==> src/rtl/clk_div_pkg.sv <==
// Shared constants and types for the programmable clock divider.
// The divider's cfg records are sized by PKG_CNT_W; retarget that value to change the width.
package clk_div_pkg;
  localparam int PKG_CNT_W    = 8;
  localparam int PKG_DEF_DIV  = 4;
  localparam int PKG_DEF_HIGH = 2;
  localparam int MIN_DIV      = 2;

  typedef struct packed {
    logic [PKG_CNT_W-1:0] div;
    logic [PKG_CNT_W-1:0] high;
  } div_cfg_t;

  typedef enum logic {SLOT_EMPTY = 1'b0, SLOT_FULL = 1'b1} slot_state_t;
endpackage

==> src/rtl/clk_div_prog_if.sv <==
// Config request channel: divisor/high-time with valid/ready and a reject pulse.
interface clk_div_prog_if #(parameter int CNT_W = clk_div_pkg::PKG_CNT_W);
  logic             cfg_valid;
  logic             cfg_ready;
  logic             cfg_err;
  logic [CNT_W-1:0] div_in;
  logic [CNT_W-1:0] high_in;

  modport master (output cfg_valid, div_in, high_in, input cfg_ready, cfg_err);
  modport slave  (input cfg_valid, div_in, high_in, output cfg_ready, cfg_err);
endinterface

==> src/rtl/div_cfg_slot.sv <==
// One-entry pending config slot: accepts legal requests, rejects div<2, frees on apply.
module div_cfg_slot import clk_div_pkg::*; #(
  parameter int CNT_W = PKG_CNT_W
) (
  input  logic             clk,
  input  logic             rst,
  input  logic             valid,
  input  logic [CNT_W-1:0] div_in,
  input  logic [CNT_W-1:0] high_in,
  input  logic             apply,
  output logic             ready,
  output logic             err,
  output logic             pend_vld,
  output div_cfg_t         pend
);
  slot_state_t state, state_nxt;
  logic        legal;

  assign legal    = (div_in >= CNT_W'(MIN_DIV));
  assign ready    = (state == SLOT_EMPTY);
  assign pend_vld = (state == SLOT_FULL);

  always_comb begin
    state_nxt = state;
    case (state)
      SLOT_EMPTY: if (valid && legal) state_nxt = SLOT_FULL;
      SLOT_FULL:  if (apply)          state_nxt = SLOT_EMPTY;
      default:                        state_nxt = SLOT_EMPTY;
    endcase
  end

  always_ff @(posedge clk or posedge rst) begin
    if (rst) begin
      state <= SLOT_EMPTY;
      err   <= 1'b0;
      pend  <= '0;
    end else begin
      state <= state_nxt;
      err   <= ready & valid & ~legal;
      if (ready && valid && legal) pend <= '{div: div_in, high: high_in};
    end
  end
endmodule

==> src/rtl/clk_div_prog.sv <==
// Programmable divided clock with rise/fall strobes; new settings swap in only
// at a period boundary (or immediately while parked) so no runt pulse appears.
module clk_div_prog import clk_div_pkg::*; #(
  parameter int CNT_W    = PKG_CNT_W,
  parameter int DEF_DIV  = PKG_DEF_DIV,
  parameter int DEF_HIGH = PKG_DEF_HIGH
) (
  input  logic             sys_clk,
  input  logic             sys_rst,
  input  logic             en,
  clk_div_prog_if.slave    cfg,
  output logic             fen_clk,
  output logic             rise_tick,
  output logic             fall_tick,
  output logic [CNT_W-1:0] cur_div
);
  logic [CNT_W-1:0] cnt, cur_high;
  logic             wrap, apply, pend_vld, fen_nxt;
  div_cfg_t         pend;

  assign wrap    = (cnt == cur_div - CNT_W'(1));
  assign apply   = pend_vld & (~en | wrap);
  // output lags the counter by one cycle; parked forces low
  assign fen_nxt = en & (cnt < cur_high);

  div_cfg_slot #(.CNT_W(CNT_W)) u_slot (
    .clk      (sys_clk),
    .rst      (sys_rst),
    .valid    (cfg.cfg_valid),
    .div_in   (cfg.div_in),
    .high_in  (cfg.high_in),
    .apply    (apply),
    .ready    (cfg.cfg_ready),
    .err      (cfg.cfg_err),
    .pend_vld (pend_vld),
    .pend     (pend)
  );

  always_ff @(posedge sys_clk or posedge sys_rst) begin
    if (sys_rst) begin
      cnt       <= '0;
      fen_clk   <= 1'b0;
      rise_tick <= 1'b0;
      fall_tick <= 1'b0;
      cur_div   <= CNT_W'(DEF_DIV);
      cur_high  <= CNT_W'(DEF_HIGH);
    end else begin
      cnt       <= (!en || wrap) ? '0 : cnt + CNT_W'(1);
      fen_clk   <= fen_nxt;
      rise_tick <= fen_nxt & ~fen_clk;
      fall_tick <= ~fen_nxt & fen_clk;
      if (apply) begin
        cur_div  <= pend.div;
        cur_high <= pend.high;
      end
    end
  end
endmodule
==> src/flat_wrapper.sv <==
// flat-port wrapper written by rule: the top's interface ports become plain ports
module clk_div_prog_flat import clk_div_pkg::*;
#(
  parameter int CNT_W    = PKG_CNT_W,
  parameter int DEF_DIV  = PKG_DEF_DIV,
  parameter int DEF_HIGH = PKG_DEF_HIGH
)
  (sys_clk, sys_rst, en, fen_clk, rise_tick, fall_tick, cur_div, cfg_cfg_valid, cfg_div_in, cfg_high_in, cfg_cfg_ready, cfg_cfg_err);
  clk_div_prog_if #(.CNT_W(CNT_W)) cfg_i ();
  input  logic sys_clk;
  input  logic sys_rst;
  input  logic en;
  output logic fen_clk;
  output logic rise_tick;
  output logic fall_tick;
  output logic [CNT_W-1:0] cur_div;
  input wire logic [$bits(cfg_i.cfg_valid)-1:0] cfg_cfg_valid;
  input wire logic [$bits(cfg_i.div_in)-1:0] cfg_div_in;
  input wire logic [$bits(cfg_i.high_in)-1:0] cfg_high_in;
  output wire logic [$bits(cfg_i.cfg_ready)-1:0] cfg_cfg_ready;
  output wire logic [$bits(cfg_i.cfg_err)-1:0] cfg_cfg_err;
  assign cfg_i.cfg_valid = cfg_cfg_valid;
  assign cfg_i.div_in = cfg_div_in;
  assign cfg_i.high_in = cfg_high_in;
  assign cfg_cfg_ready = cfg_i.cfg_ready;
  assign cfg_cfg_err = cfg_i.cfg_err;
  clk_div_prog #(.CNT_W(CNT_W), .DEF_DIV(DEF_DIV), .DEF_HIGH(DEF_HIGH)) u_core (.sys_clk(sys_clk), .sys_rst(sys_rst), .en(en), .cfg(cfg_i), .fen_clk(fen_clk), .rise_tick(rise_tick), .fall_tick(fall_tick), .cur_div(cur_div));
endmodule
==> config.mk <==
export PLATFORM = sky130hd
export DESIGN_NAME = clk_div_prog_flat
export DESIGN_NICKNAME = d
export VERILOG_FILES = /design/src/rtl/clk_div_pkg.sv /design/src/rtl/clk_div_prog_if.sv /design/src/rtl/div_cfg_slot.sv /design/src/rtl/clk_div_prog.sv /design/src/flat_wrapper.sv
export SDC_FILE = /design/constraint.sdc
export NUM_CORES = 1
export LEC_CHECK = 0
export CAP_MARGIN = 0
export CORE_MARGIN = 2
export CORE_UTILIZATION = 48
export DETAILED_ROUTE_END_ITERATION = 12
export PLACE_DENSITY_LB_ADDON = 0.08
export SETUP_SLACK_MARGIN = 0.3
export SLEW_MARGIN = 20
export SYNTH_ARGS = -nofsm -noshare
export SYNTH_HDL_FRONTEND = slang
export SYNTH_SLANG_ARGS = --single-unit
==> constraint.sdc <==
create_clock -name sys_clk -period 2.6 [get_ports sys_clk]
set_clock_uncertainty 0.2 [all_clocks]
set_input_delay 0.39 -clock sys_clk [delete_from_list [all_inputs] [get_ports sys_clk]]
set_output_delay 0.39 -clock sys_clk [all_outputs]
set_load 0.01 [all_outputs]
* Word-level counts from Yosys, hierarchy flattened
Index checks and enable logic that the tools add are counted.
** Operators by class
- $add $sub $neg :: 2
- Magnitude comparators :: 2
- Equality and inequality tests :: 1
- Muxes and demuxes :: 4
- Bitwise operators :: 12
- Reduce and logical (&&, ||, !) cells :: 5
** Operator list (count)
- $add 8x1->8 const B :: 1
- $eq 8x8->1 :: 1
- $ge 8x2->1 const B :: 1
- $lt 8x8->1 :: 1
- $mux 8 :: 1
- $sub 8x1->8 const B :: 1
- $and 1x1->1 :: 6
- $not 1->1 :: 5
- $logic_and 1x1->1 :: 3
- $mux 1 :: 2
- $pmux 1 s2 :: 1
- $logic_not 1->1 :: 1
- $logic_or 1x1->1 :: 1
- $or 1x1->1 :: 1
** Word-level totals
- Bits in registers :: 45
- Input port bits :: 20
- Output and inout bits :: 13
- Word-level logic and storage cells :: 36

* Longest topological paths before layout
- Depth in word-level cells :: 6
- Gate-level depth with buffers :: 10
- Depth with buffers taken out :: 8

* Modules after synthesis
Synthesis repeated with hierarchy kept, for this count alone.
** Unflattened totals
- Cell total of the unflattened synthesis :: 181
- Area, all modules :: 2242.2 µm²
** Modules (own cells, without submodules)
- clk_div_prog :: instances 1, cells an instance 137, area each 1535.2 µm², sequential area each 678.2 µm²
- div_cfg_slot :: instances 1, cells an instance 44, area each 706.9 µm², sequential area each 450.4 µm²

* Worst setup path after synthesis
No wires, ideal clock.
- Path type :: reg-to-reg
- Start point :: reg u_core.cur_div[0]
- End point :: reg u_core.cur_div[0]
- Setup time :: 125 ps
- Arrival time :: 2206 ps
- Required time :: 2275 ps
- Slack :: 69 ps
- Stages on the path, launching flop included :: 11
- Path buffers :: 2
- Period minus slack after synthesis :: 2531 ps
- Path through :: dfrtp_1 -> inv_1 -> ha_1 -> buf_4 -> o21ba_1 -> a221oi_1 -> a41oi_1 -> o21ai_2 -> o211ai_4 -> buf_6 -> mux2_4
** Between the ends
- Word-level cells in the longest chain between the ends :: 4
** Ends and longest elaborated chain
- from (decl) :: RTL line clk_div_prog.sv:15 : output logic [CNT_W-1:0] cur_div
- from (signal assigned) :: RTL line clk_div_prog.sv:45 : cur_div <= CNT_W'(DEF_DIV);
- from (signal assigned) :: RTL line clk_div_prog.sv:53 : cur_div <= pend.div;
- $sub 8x1->8 :: RTL line clk_div_prog.sv:21 : assign wrap = (cnt == cur_div - CNT_W'(1));
- $eq 8x8->1 :: RTL line clk_div_prog.sv:21
- $or 1x1->1 :: RTL line clk_div_prog.sv:22 : assign apply = pend_vld & (~en | wrap);
- $and 1x1->1 :: RTL line clk_div_prog.sv:22
No other way between the ends.
A chain may end at the register's enable or synchronous reset.

* Worst setup path in the final report
- Start point :: reg u_core.cur_div[2]
- End point :: reg u_core.cur_div[6]
Same word-level chain as after synthesis.

==> summary.md <==
| Metric | Value |
|---|---|
| Die height | `approximately 73 um` |
| Reg2Reg Depth | `8` |
| Max Slew Vio Count | `0` |
| Final setup viols | `0` |
| Top-count cell post-synth | `dfrtp_1` |
| Maximum vdd ir drop | `between 0.5 and 0.6 mV` |
| Critical-path maximum fanout | `5` |
| WS Path Type | `reg2reg` |
| GR peak layer | `met2` |
| Initial antenna violation count | `0` |
| Largest family of logic cells by synthesized area | `multiplexers` |
| # rows | `24` |
| WL/cell | `between 15 and 20 um` |
| Worst slack, placed | `52.5 ps` |
| Post-synthesis xor/xnor area fraction | `0.0622` |
| GP Congestion | `0.753` |
| Multiplexer share of the synthesized area | `0.160` |
| Synthesized flop and latch total | `45` |
| Synthesis Warnings | `0` |
| Share of cells above drive strength 1 | `0.299` |
| Worst path required time | `~2600 ps` |
| GR Layer Usage met2 | `0.312` |
| Ports | `33` |
| First-pass GRT wire length | `7.82 mm` |
| PwrDens | `roughly 1100 mW/mm^2` |
| CP max stage delay | `570 ps` |
| Area share of the largest cell type after synthesis | `0.478` |
| Setup TNS after final layout | `0 ps` |
| Period minus WS final | `2390 ps` |
| Static leakage | `1.29 nW` |
| Layout area overhead | `28.9%` |
| Post-Synth Simple-Gate Area | `0.111` |
| Setup crit start kind | `flip-flop` |
| CP Capture Type | `flip-flop` |
| GRT Util Overall | `0.196` |
| RSZ-0062 raised after global routing | `true` |
| Critical-path cell list | `buf_6 -> o21ba_4 -> a221oi_4 -> a41oi_2 -> buf_4 -> o41ai_1 -> nand2_1 -> o2bb2ai_1` |
| TritonRoute pass-1 iters | `4` |
| Cts-stage hold buffer count | `0` |
| # diodes | `0` |
| Async set or reset register ratio after synthesis | `1.00` |
| Buffer and inverter count on the worst path | `2` |
| Tightest Pin Transition | `slightly below 800 ps` |
| Achievable frequency | `between 400 and 500 MHz` |
| Max Buffers Root-to-Sink | `2` |
| Met1 Resource Use GR | `0.253` |
| Fin crit share | `0.918` |
| DRC Markers | `0` |
| GRT met3 Usage | `0.0403` |
| Register Area | `0.00113 mm^2` |
| Master of the slowest instance on the critical path | `dfstp_2` |
| HP Class | `in2async` |
| Starting density of the core | `0.507` |
| Cells after synthesis | `186` |
| Area leader, netlist | `dfrtp_1` |
| GRT Residual Overflow | `0` |
| Number of global-route vias before repair | `1640` |
| Syn Area/Cell | `about 12 um^2` |
| Slew headroom | `0.488` |
| Port buffer count | `32` |
| Synthesized cell area | `0.00225 mm^2` |
| Post-Synth Adder-Cell Area | `0.0500` |
| Largest net degree at the start of global routing | `27` |
| Clk slew on worst S/H paths | `80 ps` |
| Post-synth cell types | `40` |
| Die X | `72.5 um` |
| ANT nets after route | `0` |
| Syn_nets | `between 200 and 250` |
| Vias per inst | `5.46` |
| CTS HTree Levels | `2` |
| Final Hold Fails | `0` |
| Post-synth EDFFs | `0` |
| Worst-Skew Late Latency | `300 ps` |
| Vias | `1561` |
| CP delay by family, top | `compound AO/OA/AOI/OAI gates` |
| Initial DRC Count | `74` |
| Clk sink count | `45` |
| Power, Total | `3.28 mW` |
| Main synth FF type | `dfrtp_1` |
| Max Cap Viol | `0` |
| Net count, final | `262` |
| Root Driver | `clkbuf_8` |
| Post-synthesis sequential area ratio | `0.501` |
| Status | `completed` |
| Placeable Area | `0.00444 mm^2` |
| Die area | `roughly 0.0053 mm^2` |
| Synth Area in Compound Gates | `0.0788` |
| Stages on worst setup path | `8` |
| DP HPWL | `3.29 mm` |
| Synth area leaders | `dfrtp_1 48%, mux2_2 10%, mux2_4 6.0%` |
| Multi-input logic area | `0.00111 mm^2` |
| CTS tree | `built` |
| TritonCTS buffer count | `5` |
| Top cells by count, synth | `43 x dfrtp_1, 20 x mux2_2, 14 x inv_1` |
| Arrival time worst endpoint | `2380 ps` |
| Layout filler cell count | `351` |
| Final wirelength | `between 4 and 5 mm` |
| Setup WS post-layout | `214 ps` |
## flip-flops by register name, summed over array words and instances (netlist names)
register	cells
u_core.u_slot.err	1
u_core.cur_high	8
u_core.u_slot.pend_vld	1
u_core.cnt	8
u_core.cur_div	8
u_core.fall_tick	1
u_core.fen_clk	1
u_core.rise_tick	1
u_core.u_slot.pend	16
## worst register-to-register path: stages (launching register included)
cell and delay, ps:
dfstp_2 570, buf_6 130, o21ba_4 160, a221oi_4 290, a41oi_2 80, buf_4 170
o41ai_1 450, nand2_1 110, o2bb2ai_1 130
## logic make-up (layout without fill, tap and decap cells)
| logic type | after synthesis | after routing |
|---|---|---|
| xor gates and xnor gates | 16 | 16 |
| DFF | 45 | 45 |
| adders and majority gates | 9 | 9 |
| and+or+nand+nor | 46 | 46 |
| muxes | 29 | 29 |
| buffers and inverters | 19 | 67 |
| AOI/OAI and AO/OA | 22 | 22 |
## cells in the final DEF (no fill, tap or decap), types with 2 or more instances in the layout
cell / count
nor3b_1: 2
inv_1: 11
nand3_1: 8
mux2_2: 20
xor2_1: 4
inv_2: 2
xnor2_1: 11
buf_12: 2
and2_1: 8
mux2_4: 9
ha_1: 8
nor2_1: 7
a21o_1: 3
and3_1: 3
a21oi_1: 2
nand2_1: 7
o21ai_2: 2
nor3_1: 2
o21ai_0: 4
clkdlybuf4s50_1: 32
clkbuf_8: 6
buf_4: 10
dfrtp_1: 41
nor3_2: 2
dfrtp_2: 2
dfstp_2: 2
## final cells by class
| type | count | area share |
|---|---|---|
| sequential | 45 | 0.389 |
| tap | 52 | 0.0224 |
| multi-input combinational | 122 | 0.383 |
| timing repair buffer | 45 | 0.154 |
| inverter | 14 | 0.0181 |
| clock inverter | 2 | 0.00474 |
| clock buffer | 6 | 0.0284 |
## path summary, 6_finish.rpt
check / start / endpoint / slack [ps]
setup / recovery: u_core.cur_div[2] / u_core.cur_div[6] / 210
hold / removal: sys_rst / u_core.u_slot.pend[2] / 240
setup reg to reg: u_core.cur_div[2] / u_core.cur_div[6] / 210
hold reg to reg: u_core.fen_clk / u_core.rise_tick / 250
max in group asynchronous: sys_rst / u_core.cur_div[2] / 1360
min in group sys_clk: u_core.fen_clk / u_core.rise_tick / 250
## through the flow
stage          instances   util  hold WS, ps  area, um^2
6_report             286  0.654          239        2910
5_1_grt              286  0.654          279        2910
4_1_cts              285  0.645          254        2870
3_5_place_dp         270  0.606          243        2690
3_3_place_gp         270  0.606          223        2690
2_1_floorplan        186      -          274        2290
## power by group
part | total, mW | switching [mW] | internal (mW)
clock | 0.456 | 0.241 | 0.216
sequential | 1.26 | 0.252 | 1.01
combinational | 1.57 | 0.665 | 0.901
total | 3.28 | 1.16 | 2.12
## metal layers
| layer | part of all wire | vias up | routed length (um) |
|---|---|---|---|
| met5 | 0 | - | 0 |
| met4 | 0.029 | 0 | 133 |
| met3 | 0.046 | 12 | 211 |
| met2 | 0.47 | 43 | 2180 |
| met1 | 0.45 | 768 | 2070 |
| li1 | - | 738 | - |
## what timing repair did
item	in CTS	in global routing
setup buffers	7	1
endpoints found under the setup margin	16	25
gates cloned	0	0
pin swaps	3	0
resized for setup	2	5
(Power assumes the default switching activity.)
